`config.mk`:
```
export PLATFORM = sky130hd
export DESIGN_NAME = ber_sweep_sequencer
export DESIGN_NICKNAME = d
export VERILOG_FILES = /design/src/rtl/ber_pkg.sv /design/src/rtl/error_window_counter.sv /design/src/rtl/ber_sweep_sequencer.sv
export SDC_FILE = /design/constraint.sdc
export NUM_CORES = 1
export LEC_CHECK = 0
export ABC_AREA = 1
export CORE_ASPECT_RATIO = 1.25
export CORE_MARGIN = 2
export CORE_UTILIZATION = 60
export DETAILED_ROUTE_END_ITERATION = 12
export GPL_TIMING_DRIVEN = 1
export PLACE_DENSITY = 0.76
export SETUP_SLACK_MARGIN = 0.1
export SLEW_MARGIN = 20
export SYNTH_ARGS = -nofsm -noshare
export SYNTH_HDL_FRONTEND = slang
export SYNTH_HIERARCHICAL = 1
export SYNTH_SLANG_ARGS = --single-unit
```
`constraint.sdc`:
```
create_clock -name clk -period 2.8 [get_ports clk]
set_input_delay 0.7 -clock clk [delete_from_list [all_inputs] [get_ports clk]]
set_output_delay 0.7 -clock clk [all_outputs]
set_load 0.02 [all_outputs]
```
`src/rtl/ber_pkg.sv`:
```
// Shared definitions for the BER sweep sequencer: sweep FSM states, number of
// link configurations, index -> backplane configuration mapping and the
// phase-timer width helper.
package ber_pkg;

  localparam int unsigned NUM_CFG = 8;
  localparam int unsigned IDX_W   = 3;

  typedef enum logic [2:0] {
    ST_IDLE,
    ST_RESET_DUT,
    ST_SETTLE,
    ST_MEASURE,
    ST_STORE,
    ST_DONE
  } state_e;

  typedef struct packed {
    logic       half_period;
    logic [1:0] delay_select;
  } link_cfg_t;

  function automatic link_cfg_t cfg_of(input logic [IDX_W-1:0] idx);
    link_cfg_t c;
    c.delay_select = idx[1:0];
    c.half_period  = idx[2];
    return c;
  endfunction

  // Timer holds (cycles - 1) of the longest phase.
  function automatic int unsigned timer_width(input int unsigned a,
                                              input int unsigned b,
                                              input int unsigned c);
    int unsigned m;
    m = a;
    if (b > m) m = b;
    if (c > m) m = c;
    return (m <= 1) ? 1 : $clog2(m);
  endfunction

endpackage

```
`src/rtl/error_window_counter.sv`:
```
// Saturating error counter for one measurement window.
// Ports:
//   clk     - clock
//   rst_n   - asynchronous active-low reset
//   clr_i   - synchronous clear (priority over enable)
//   en_i    - count one error this cycle
//   count_o - current count, saturates at all-ones
module error_window_counter #(
  parameter int unsigned CNT_WIDTH = 16
) (
  input  logic                 clk,
  input  logic                 rst_n,
  input  logic                 clr_i,
  input  logic                 en_i,
  output logic [CNT_WIDTH-1:0] count_o
);

  logic [CNT_WIDTH-1:0] count_q;

  always_ff @(posedge clk or negedge rst_n) begin
    if (!rst_n) begin
      count_q <= '0;
    end else if (clr_i) begin
      count_q <= '0;
    end else if (en_i && (count_q != '1)) begin
      count_q <= count_q + CNT_WIDTH'(1);
    end
  end

  assign count_o = count_q;

endmodule

```
`src/rtl/ber_sweep_sequencer.sv`:
```
// Automatic bit-error sweep over the eight backplane link configurations.
// For each configuration: hold the backplane in reset, let it settle, count
// error pulses over a dwell window, then store the count, pass bit and best
// configuration.
// Ports:
//   clk              - test clock
//   reset            - asynchronous active-low reset
//   start            - start / restart a sweep (IDLE or DONE)
//   abort            - return to IDLE, keeps already-stored results
//   error_pulse      - one bit error per high cycle
//   cfg_delay_select - delay select to the backplane
//   cfg_half_period  - half-period select to the backplane
//   dut_reset        - active-high reset to the backplane
//   busy / done      - sweep status
//   pass_map         - bit i set when configuration i saw zero errors
//   best_index       - configuration with the lowest count (ties: lower index)
//   rd_index         - result read address
//   rd_error_count   - stored count for rd_index (combinational)
module ber_sweep_sequencer
  import ber_pkg::*;
#(
  parameter int unsigned RESET_CYCLES  = 4,
  parameter int unsigned SETTLE_CYCLES = 1024,
  parameter int unsigned DWELL_CYCLES  = 1048576,
  parameter int unsigned CNT_WIDTH     = 16
) (
  input  logic                 clk,
  input  logic                 reset,
  input  logic                 start,
  input  logic                 abort,
  input  logic                 error_pulse,
  output logic [1:0]           cfg_delay_select,
  output logic                 cfg_half_period,
  output logic                 dut_reset,
  output logic                 busy,
  output logic                 done,
  output logic [NUM_CFG-1:0]   pass_map,
  output logic [IDX_W-1:0]     best_index,
  input  logic [IDX_W-1:0]     rd_index,
  output logic [CNT_WIDTH-1:0] rd_error_count
);

  localparam int unsigned TW = timer_width(RESET_CYCLES, SETTLE_CYCLES, DWELL_CYCLES);
  localparam logic [TW-1:0] RESET_LOAD  = TW'(RESET_CYCLES - 1);
  localparam logic [TW-1:0] SETTLE_LOAD = TW'(SETTLE_CYCLES - 1);
  localparam logic [TW-1:0] DWELL_LOAD  = TW'(DWELL_CYCLES - 1);
  localparam logic [IDX_W-1:0] LAST_IDX = IDX_W'(NUM_CFG - 1);

  state_e               state_q;
  logic [TW-1:0]        timer_q;
  logic [IDX_W-1:0]     idx_q;
  logic                 dut_reset_q;
  logic                 busy_q;
  logic                 done_q;
  logic [NUM_CFG-1:0]   pass_q;
  logic [IDX_W-1:0]     best_idx_q;
  logic [CNT_WIDTH-1:0] best_cnt_q;
  logic [CNT_WIDTH-1:0] slot_q [NUM_CFG];

  logic [CNT_WIDTH-1:0] win_count;
  logic                 win_clr;
  logic                 win_en;
  link_cfg_t            cur_cfg;

  // Counter only runs in MEASURE; it is cleared in every other state, so the
  // STORE edge reads the final value and clears it in the same cycle.
  assign win_clr = abort || (state_q != ST_MEASURE);
  assign win_en  = (state_q == ST_MEASURE) && error_pulse;

  error_window_counter #(
    .CNT_WIDTH (CNT_WIDTH)
  ) u_win_cnt (
    .clk     (clk),
    .rst_n   (reset),
    .clr_i   (win_clr),
    .en_i    (win_en),
    .count_o (win_count)
  );

  always_ff @(posedge clk or negedge reset) begin
    if (!reset) begin
      state_q     <= ST_IDLE;
      timer_q     <= '0;
      idx_q       <= '0;
      dut_reset_q <= 1'b0;
      busy_q      <= 1'b0;
      done_q      <= 1'b0;
      pass_q      <= '0;
      best_idx_q  <= '0;
      best_cnt_q  <= '1;
      for (int unsigned i = 0; i < NUM_CFG; i++) slot_q[i] <= '0;
    end else if (abort) begin
      state_q     <= ST_IDLE;
      dut_reset_q <= 1'b0;
      busy_q      <= 1'b0;
      done_q      <= 1'b0;
    end else begin
      unique case (state_q)
        ST_IDLE, ST_DONE: begin
          if (start) begin
            state_q     <= ST_RESET_DUT;
            timer_q     <= RESET_LOAD;
            idx_q       <= '0;
            dut_reset_q <= 1'b1;
            busy_q      <= 1'b1;
            done_q      <= 1'b0;
            pass_q      <= '0;
            best_idx_q  <= '0;
            best_cnt_q  <= '1;
            for (int unsigned i = 0; i < NUM_CFG; i++) slot_q[i] <= '0;
          end
        end
        ST_RESET_DUT: begin
          if (timer_q == '0) begin
            state_q     <= ST_SETTLE;
            timer_q     <= SETTLE_LOAD;
            dut_reset_q <= 1'b0;
          end else begin
            timer_q <= timer_q - TW'(1);
          end
        end
        ST_SETTLE: begin
          if (timer_q == '0) begin
            state_q <= ST_MEASURE;
            timer_q <= DWELL_LOAD;
          end else begin
            timer_q <= timer_q - TW'(1);
          end
        end
        ST_MEASURE: begin
          if (timer_q == '0) begin
            state_q <= ST_STORE;
          end else begin
            timer_q <= timer_q - TW'(1);
          end
        end
        ST_STORE: begin
          slot_q[idx_q] <= win_count;
          pass_q[idx_q] <= (win_count == '0);
          if (win_count < best_cnt_q) begin
            best_cnt_q <= win_count;
            best_idx_q <= idx_q;
          end
          if (idx_q == LAST_IDX) begin
            state_q <= ST_DONE;
            busy_q  <= 1'b0;
            done_q  <= 1'b1;
          end else begin
            state_q     <= ST_RESET_DUT;
            timer_q     <= RESET_LOAD;
            idx_q       <= idx_q + IDX_W'(1);
            dut_reset_q <= 1'b1;
          end
        end
        default: begin
          state_q <= ST_IDLE;
        end
      endcase
    end
  end

  assign cur_cfg          = cfg_of(idx_q);
  assign cfg_delay_select = cur_cfg.delay_select;
  assign cfg_half_period  = cur_cfg.half_period;
  assign dut_reset        = dut_reset_q;
  assign busy             = busy_q;
  assign done             = done_q;
  assign pass_map         = pass_q;
  assign best_index       = best_idx_q;
  assign rd_error_count   = slot_q[rd_index];

endmodule

```
==> After elaboration in Yosys (flattened, before gate mapping) <==
Index checks and enable logic that the tools add are counted.
{ "op_classes": {"add_sub_neg": 3, "n_lt_le_gt_ge": 6, "n_eq_ne": 18, "n_mux": 48, "bitwise": 3, "n_reduce_logical": 21} }
{ "op_table": {"columns": ["cell", "n"], "rows": [
  ["128-bit one-hot mux with 2 select lines", 1],
  ["128-bit bitwise mux", 1],
  ["128-bit 2-to-1 mux", 1],
  ["16-bit 2-to-1 mux", 7],
  ["20-bit 2-to-1 mux", 5],
  ["20-bit one-hot mux with 5 select lines", 1],
  ["16-bit binary-select mux with 3-bit select", 1],
  ["16-bit demux with 3-bit select", 1],
  ["16-bit one-hot mux with 2 select lines", 1],
  ["3-bit 2-to-1 mux", 9],
  ["20-bit logical NOT", 1],
  ["20-bit by 1-bit subtractor with 20-bit output (second input constant)", 1],
  ["16-bit by 1-bit adder with 16-bit output (second input constant)", 1],
  ["16-bit logical NOT", 1],
  ["16-bit less-than comparator", 1],
  ["16-bit inequality test (second input constant)", 1],
  ["8-bit one-hot mux with 2 select lines", 1],
  ["4-bit AND reduction", 4],
  ["3-bit inequality test (second input constant)", 5],
  ["3-bit one-hot mux with 5 select lines", 1],
  ["3-bit one-hot mux with 2 select lines", 2],
  ["1-bit 2-to-1 mux", 10],
  ["3-bit equality test (second input constant)", 3],
  ["8-bit bitwise mux", 1],
  ["25 further kinds", 38]
]} }
{ "totals": {"regBits": 200, "in_bits": 8, "elab_cells": 117} }

==> Logic depth before layout (Yosys ltp) <==
Gate-level depths: netlist of run 1.
{ "logic_depth": {"depth_word": 7, "mapped_depth": 15, "mapped_depth_nobuf": 14} }

==> Modules after synthesis <==
The synthesis of run 1 kept the hierarchy.
{ "modules_own_cells": {"columns": ["mod", "n_inst", "cells_each", "area_each_um2", "seq_area_each_um2"], "rows": [
  ["ber_sweep_sequencer", 1, 1096, 9075.0, 4624.4],
  ["error_window_counter", 1, 145, 1033.5, 400.4]
]} }

==> Least setup slack after synthesis of run 1 <==
OpenSTA, ideal clock, no wires.
{ "synth_path": {"path_kind": "input port to output port", "start": "in rd_index[1]", "end": "out rd_error_count[1]", "t_arrival_ns": 1.833, "path_slack_ns": 0.267, "path_stages": 8, "path_cell_list": "clkbuf_1 > inv_1 > clkbuf_1 > a21oi_1 > o21ai_0 > nand2_1 > nor2_1 > a31oi_1"} }
{ "synth_via": {"elab_chain_len": 4} }
{ "synth_lines": {"columns": ["element", "line_no", "rtl"], "rows": [
  ["from (decl)", "ber_sweep_sequencer.sv:39", "input logic [IDX_W-1:0] rd_index,"],
  ["3-bit NOT with 4-bit output (implied by the code)", "ber_sweep_sequencer.sv:170", "assign rd_error_count = slot_q[rd_index];"],
  ["16-bit binary-select mux with 3-bit select", "ber_sweep_sequencer.sv:170", null],
  ["16-bit 2-to-1 mux (implied by the code) (2 in a row)", "ber_sweep_sequencer.sv:170", null],
  ["to (decl)", "ber_sweep_sequencer.sv:40", "output logic [CNT_WIDTH-1:0] rd_error_count"]
]} }
No other way between the ends. The select of a mux whose other input is x is not followed.

==> Final worst setup path of run 1 <==
{ "layout_path": {"start": "in rd_index[0]", "end": "out rd_error_count[8]"} }
The elaborated chain is that of the path after synthesis.

==> results_dict.tcl, run 1 <==
set metrics [dict create \
    arrival_ps 1950 \
    rsz0062_at_grt "yes" \
    final.fill_count 1315 \
    leakagePower_nw 5.49 \
    finalCoreUtilization_pct 69.9 \
    path_clk_slew_ps 80 \
    numCtsBuffers 17 \
    clock_skew_ps 12.1 \
    avgSynthCellArea_um2 8.15 \
    postCtsSetupBuffers 0 \
    maxCapViolations 0 \
    synth_warnings 6 \
    post_drt_wl_per_cell_um 19.0 \
    cts_buffer_depth 2 \
    synth_top_family_by_area "compound AO/OA/AOI/OAI gates" \
    vdd_ir_drop_max_mv 0.458 \
    syn_nets 1269 \
    fin_crit_sh_pct 94.8 \
    synth_compound_area_share_pct 21.3 \
    ys_seq_area_share_pct 49.7 \
    antenna_found_initial 0 \
    critical_path_class "input pin to output port" \
    root_buffer "clkbuf_16" \
    vias 9216 \
    worst_setup_path_start_kind "input pin" \
    final_nets 1328 \
    drive_above_1_share_pct 11.9 \
    place_hpwl_um 19300 \
    final-max-slew-violation-count 0 \
    fin_hold_ws_ps 246 \
    synth_area_leaders "dfrtp_1, o21ai_0, nand2_1" \
    grt_usage_pct 33.6 \
    status "completed" \
    pwr_density_cell_nw_per_um2 674 \
    hold_class "input pin to async pin" \
    finalSetupViolCount 0 \
    drt_wl_total_um 29200 \
    syn_inst 1241 \
    grt-ovfl-total 0 \
    grt_pass1_wl_um 46600 \
    max-slew-margin-rel_pct 60.0 \
    std_cell_rows 53 \
    reg2reg_slack_ps 650 \
    layout_min_cycle_time_ps 2650 \
    synth_ff_type "dfrtp_1" \
    ys_top_cells_by_count "o21ai_0, nand2_1, dfrtp_1, inv_1, nor2_1" \
    synth-edff-count 0 \
    synth_seq_cells 200 \
    clock_latency_ps 440 \
    ys_types 40 \
    drtAntennaViolNets 0 \
    grt_max_degree 64 \
    endpoint_kind "output port" \
    synth.most_common_cell "o21ai_0" \
    synth-async-reset-ratio_pct 100 \
    route.detailed.drc 0 \
    dr.pass1.iters 5 \
    synthAdderAreaFrac_pct 2.48 \
    post_drt_via_cell_ratio 6.01 \
    die_w_um 120 \
    fin_tns_setup_ps 0 \
    synthToLayoutAreaGrowth_pct 15.2 \
    gp_congestion 0.857 \
    core_um2 16600 \
    drt_iter0_markers 1123 \
    max_freq_mhz 377 \
    cts_tree "yes" \
    dp.cells 1501 \
    die_y_um 149 \
    h-tree-depth 4 \
    clock-sinks 200 \
    num_io_pins 41 \
    die_area_um2 17900 \
    synthesis.area_um2 10100 \
    first_global_vias 8885 \
    antenna-diode-count 0 \
    yosysTopAreaCell "dfrtp_1" \
    worst_pin_slew_ps 598 \
    start_util_pct 60.7 \
    port_buffers 40 \
    synth.top_cell.area_share_pct 45.6 \
    cp_max_fo 16 \
    fin_cells 1533 \
    required_ps 2100 \
    synthXorXnorAreaFrac_pct 1.99 \
    synthMuxAreaShare_pct 0 \
    synthSimpleGateAreaFrac_pct 16.5 \
    finalHoldViolCount 0 \
]
-- worst max-delay path, cell delays in order --
cell	delay [ps]
clkbuf_4	160
buf_4	220
buf_4	180
a21oi_1	160
o21ai_0	110
a31oi_1	230
buf_4	180
-- cell type report --
class	instances	area, um^2	area share [%]
flip-flops and latches	200	5020	43.2
multi-input cells	832	4290	36.8
repair buffers	100	852	7.32
inverters	149	561	4.82
clock buffers	18	439	3.77
well taps	220	275	2.36
clock inverters	14	203	1.74
-- flip-flops by register name, summed over array words and instances, names as in the netlist --
signal and flops:
best_cnt_q 16, best_index 3, busy 1, cur_cfg 3, done 1, dut_reset 1, pass_map 8, slot_q 128
state_q 3, timer_q 20, u_win_cnt/count_o 16
-- stage by stage --
step	setup WS [ps]	area, um^2	total power [mW]
finish	145	11600	7.85
global route	89.7	11600	8.23
detailed placement	-634	11000	5.19
CTS	131	11600	7.83
global placement	-618	11000	5.15
floorplan	267	10100	4.59
-- routing by layer --
| layer | vias to the layer above | GRT usage (%) | wire length, um |
|---|---|---|---|
| met5 | - | 0 | 0 |
| met4 | 0 | 15.8 | 1240 |
| met3 | 97 | 6.00 | 2060 |
| met2 | 400 | 56.4 | 14400 |
| met1 | 4431 | 42.2 | 11500 |
| li1 | 4288 | - | - |
-- cell usage in the layout, fill, tap and decap left out, types with 12 or more instances in the layout --
cell type	instances
a21oi_1	74
o22ai_1	64
nand2_1	202
a31oi_1	14
clkbuf_16	17
xor2_1	20
nor2_1	85
nor3_1	16
dfrtp_1	184
nand4_1	12
inv_1	136
o21ai_1	33
o21ai_0	209
dfstp_2	16
buf_4	59
nand3_1	45
clkdlybuf4s50_1	21
ha_1	20
-- repair_timing --
item	in CTS	in global routing
hold buffers	0	0
gates resized for setup	88	7
setup endpoints to repair	16	14
pin swaps	2	2
-- power by group --
group          switching (mW)  internal (mW)
clock                    1.20           1.48
sequential              0.182           3.20
combinational            1.17          0.609
-- worst paths after layout --
kind,start,cells past startpoint,endpoint
max,rd_index[0],7,rd_error_count[8]
min,reset,1,timer_q[10]
max reg2reg,best_cnt_q[15],13,best_cnt_q[4]
min reg2reg,best_cnt_q[9],2,best_cnt_q[9]
max in group asynchronous,reset,2,slot_q[67]
min in group clk,best_cnt_q[9],2,best_cnt_q[9]
-- logic make-up after synthesis --
logic type | count (synthesis)
flip-flops | 200
AND/OR/NAND/NOR | 385
adder cells (fa/ha/maj) | 20
XOR/XNOR | 23
AO/OA/AOI/OAI | 404
buffers and inverters | 209
Power figures use the tool's default switching activity.
==> run 2: changes to the inputs <==
REMOVE_ABC_BUFFERS = 1   (was unset)
==> results_dict.tcl, run 2 (synthesis gave the netlist of run 1 again) <==
set metrics [dict create \
    status "completed" \
    drt_iter0_markers 845 \
    grt_util_met2_pct 55.7 \
    cts_tree "yes" \
    largest_register "slot_q" \
    required_ps 2100 \
    vdd_ir_drop_max_mv 0.428 \
    worstPathCellList "buf_2, clkinvlp_4, buf_12, a21oi_1, o21ai_0, nand2_1, nor2_1, a31oi_1, buf_4, buf_2" \
    first_global_vias 9091 \
    die_area_um2 17900 \
    route.detailed.drc 0 \
    endpoint_kind "output port" \
    std_cell_rows 53 \
    hold_class "input pin to async pin" \
    slowest_delay_ps 170 \
    worst_setup_path_start_kind "input pin" \
    worst_pin_slew_ps 686 \
    final.fill_count 1320 \
    critPathBufInv 5 \
    slowest_stage "a31oi_1" \
    layout_min_cycle_time_ps 2610 \
    finalCoreUtilization_pct 69.5 \
    post_drt_via_cell_ratio 5.96 \
    grt_usage_pct 32.9 \
    dr.pass1.iters 5 \
    die_y_um 149 \
    synthToLayoutAreaGrowth_pct 14.4 \
    use_met1_pct 41.6 \
    leakagePower_nw 5.42 \
    clock_latency_ps 430 \
    post_drt_wl_per_cell_um 18.2 \
    fin_crit_sh_pct 93.0 \
    place_hpwl_um 17900 \
    drive_above_1_share_pct 11.1 \
    grt_max_degree 59 \
    finalHoldViolCount 0 \
    grt.met3_usage_pct 6.15 \
    h-tree-depth 4 \
    start_util_pct 60.7 \
    num_io_pins 41 \
    maxCapViolations 0 \
    numCtsBuffers 17 \
    cts_buffer_depth 2 \
    max_freq_mhz 384 \
    final_common_cell "o21ai_0" \
    die_w_um 120 \
    root_buffer "clkbuf_16" \
    max-slew-margin-rel_pct 53.9 \
    pwr_density_cell_nw_per_um2 667 \
    final_nets 1318 \
    final-max-slew-violation-count 0 \
    core_um2 16600 \
    fin_hold_ws_ps 234 \
    clock_skew_ps 8.84 \
    grt-ovfl-total 0 \
    grt.busiest_layer "met2" \
    antenna_found_initial 0 \
    drtAntennaViolNets 0 \
    drt_wl_total_um 27700 \
    rsz0062_at_grt "no" \
    antenna-diode-count 0 \
    largest_register_ffs 128 \
    clock-sinks 200 \
    vias 9073 \
    gp_congestion 0.901 \
    finalPower_mw 7.71 \
    postCtsHoldBufs 0 \
    arrival_ps 1910 \
    cp_max_fo 7 \
    path_clk_slew_ps 70 \
    port_buffers 40 \
    critical_path_class "input pin to output port" \
    largestRegisters "slot_q: 128 flops, timer_q: 20 flops" \
    cp_top_family "buffers and inverters" \
    finalSetupViolCount 0 \
    final_cell_mix "o21ai_0, nand2_1, dfrtp_1" \
    crit_path_frequent_cell "buf_2" \
    grt_pass1_wl_um 46200 \
]
[run 2: layout make-up]
cell class,count,area (um^2),share of cell area (%)
inverters,149,564,4.88
multi-input cells,832,4270,37.0
flip-flops and latches,200,5020,43.4
repair buffers,90,813,7.03
clock buffers,21,470,4.07
clock inverters,10,143,1.23
well taps,220,275,2.38
[run 2: worst paths after layout]
check	start	endpoint	slack [ps]	depth (start not counted)
setup / recovery	rd_index[1]	rd_error_count[10]	190	10
hold / removal	reset	state_q[1]	230	1
setup reg to reg	cur_cfg[0]	timer_q[13]	630	9
hold reg to reg	best_cnt_q[5]	best_cnt_q[5]	460	2
max in group asynchronous	reset	slot_q[125]	1800	2
min in group clk	best_cnt_q[5]	best_cnt_q[5]	460	2
[run 2: through the flow]
step / std cells / worst slack (ps) / TNS (ps) / cell area (um^2)
floorplan: 1181 / -270 / -5100 / 9850
global placement: 1490 / -647 / -9390 / 11000
detailed placement: 1490 / -657 / -9690 / 11000
CTS: 1522 / 31.1 / 0 / 11600
global route: 1522 / 100 / 0 / 11600
finish: 1522 / 195 / 0 / 11600
[run 2: repair_timing]
| action | 4_1_cts | 5_1_grt |
|---|---|---|
| gates resized for setup | 75 | 15 |
| endpoints found under the setup margin | 16 | 16 |
| setup buffers | 1 | 0 |
| hold endpoints to repair | 0 | 0 |
| cloned | 0 | 0 |
[run 2: per-layer routing]
metal / up-vias / share of wire [%]
met4: 0 / 3.1
met2: 333 / 50
met1: 4400 / 40
met5: - / 0
met3: 74 / 6.6
li1: 4266 / -
[run 2: where the power goes]
group / internal (mW) / total (mW) / switching, mW
logic: 0.601 / 1.78 / 1.17
clock network: 1.48 / 2.56 / 1.08
registers: 3.20 / 3.38 / 0.180
total: 5.28 / 7.71 / 2.44
==> run 3: changes to the inputs <==
REMOVE_ABC_BUFFERS = unset   (was 1)
==> results of run 3 <==
No change in the layout: final DEF, timing and power equal those of run 1.
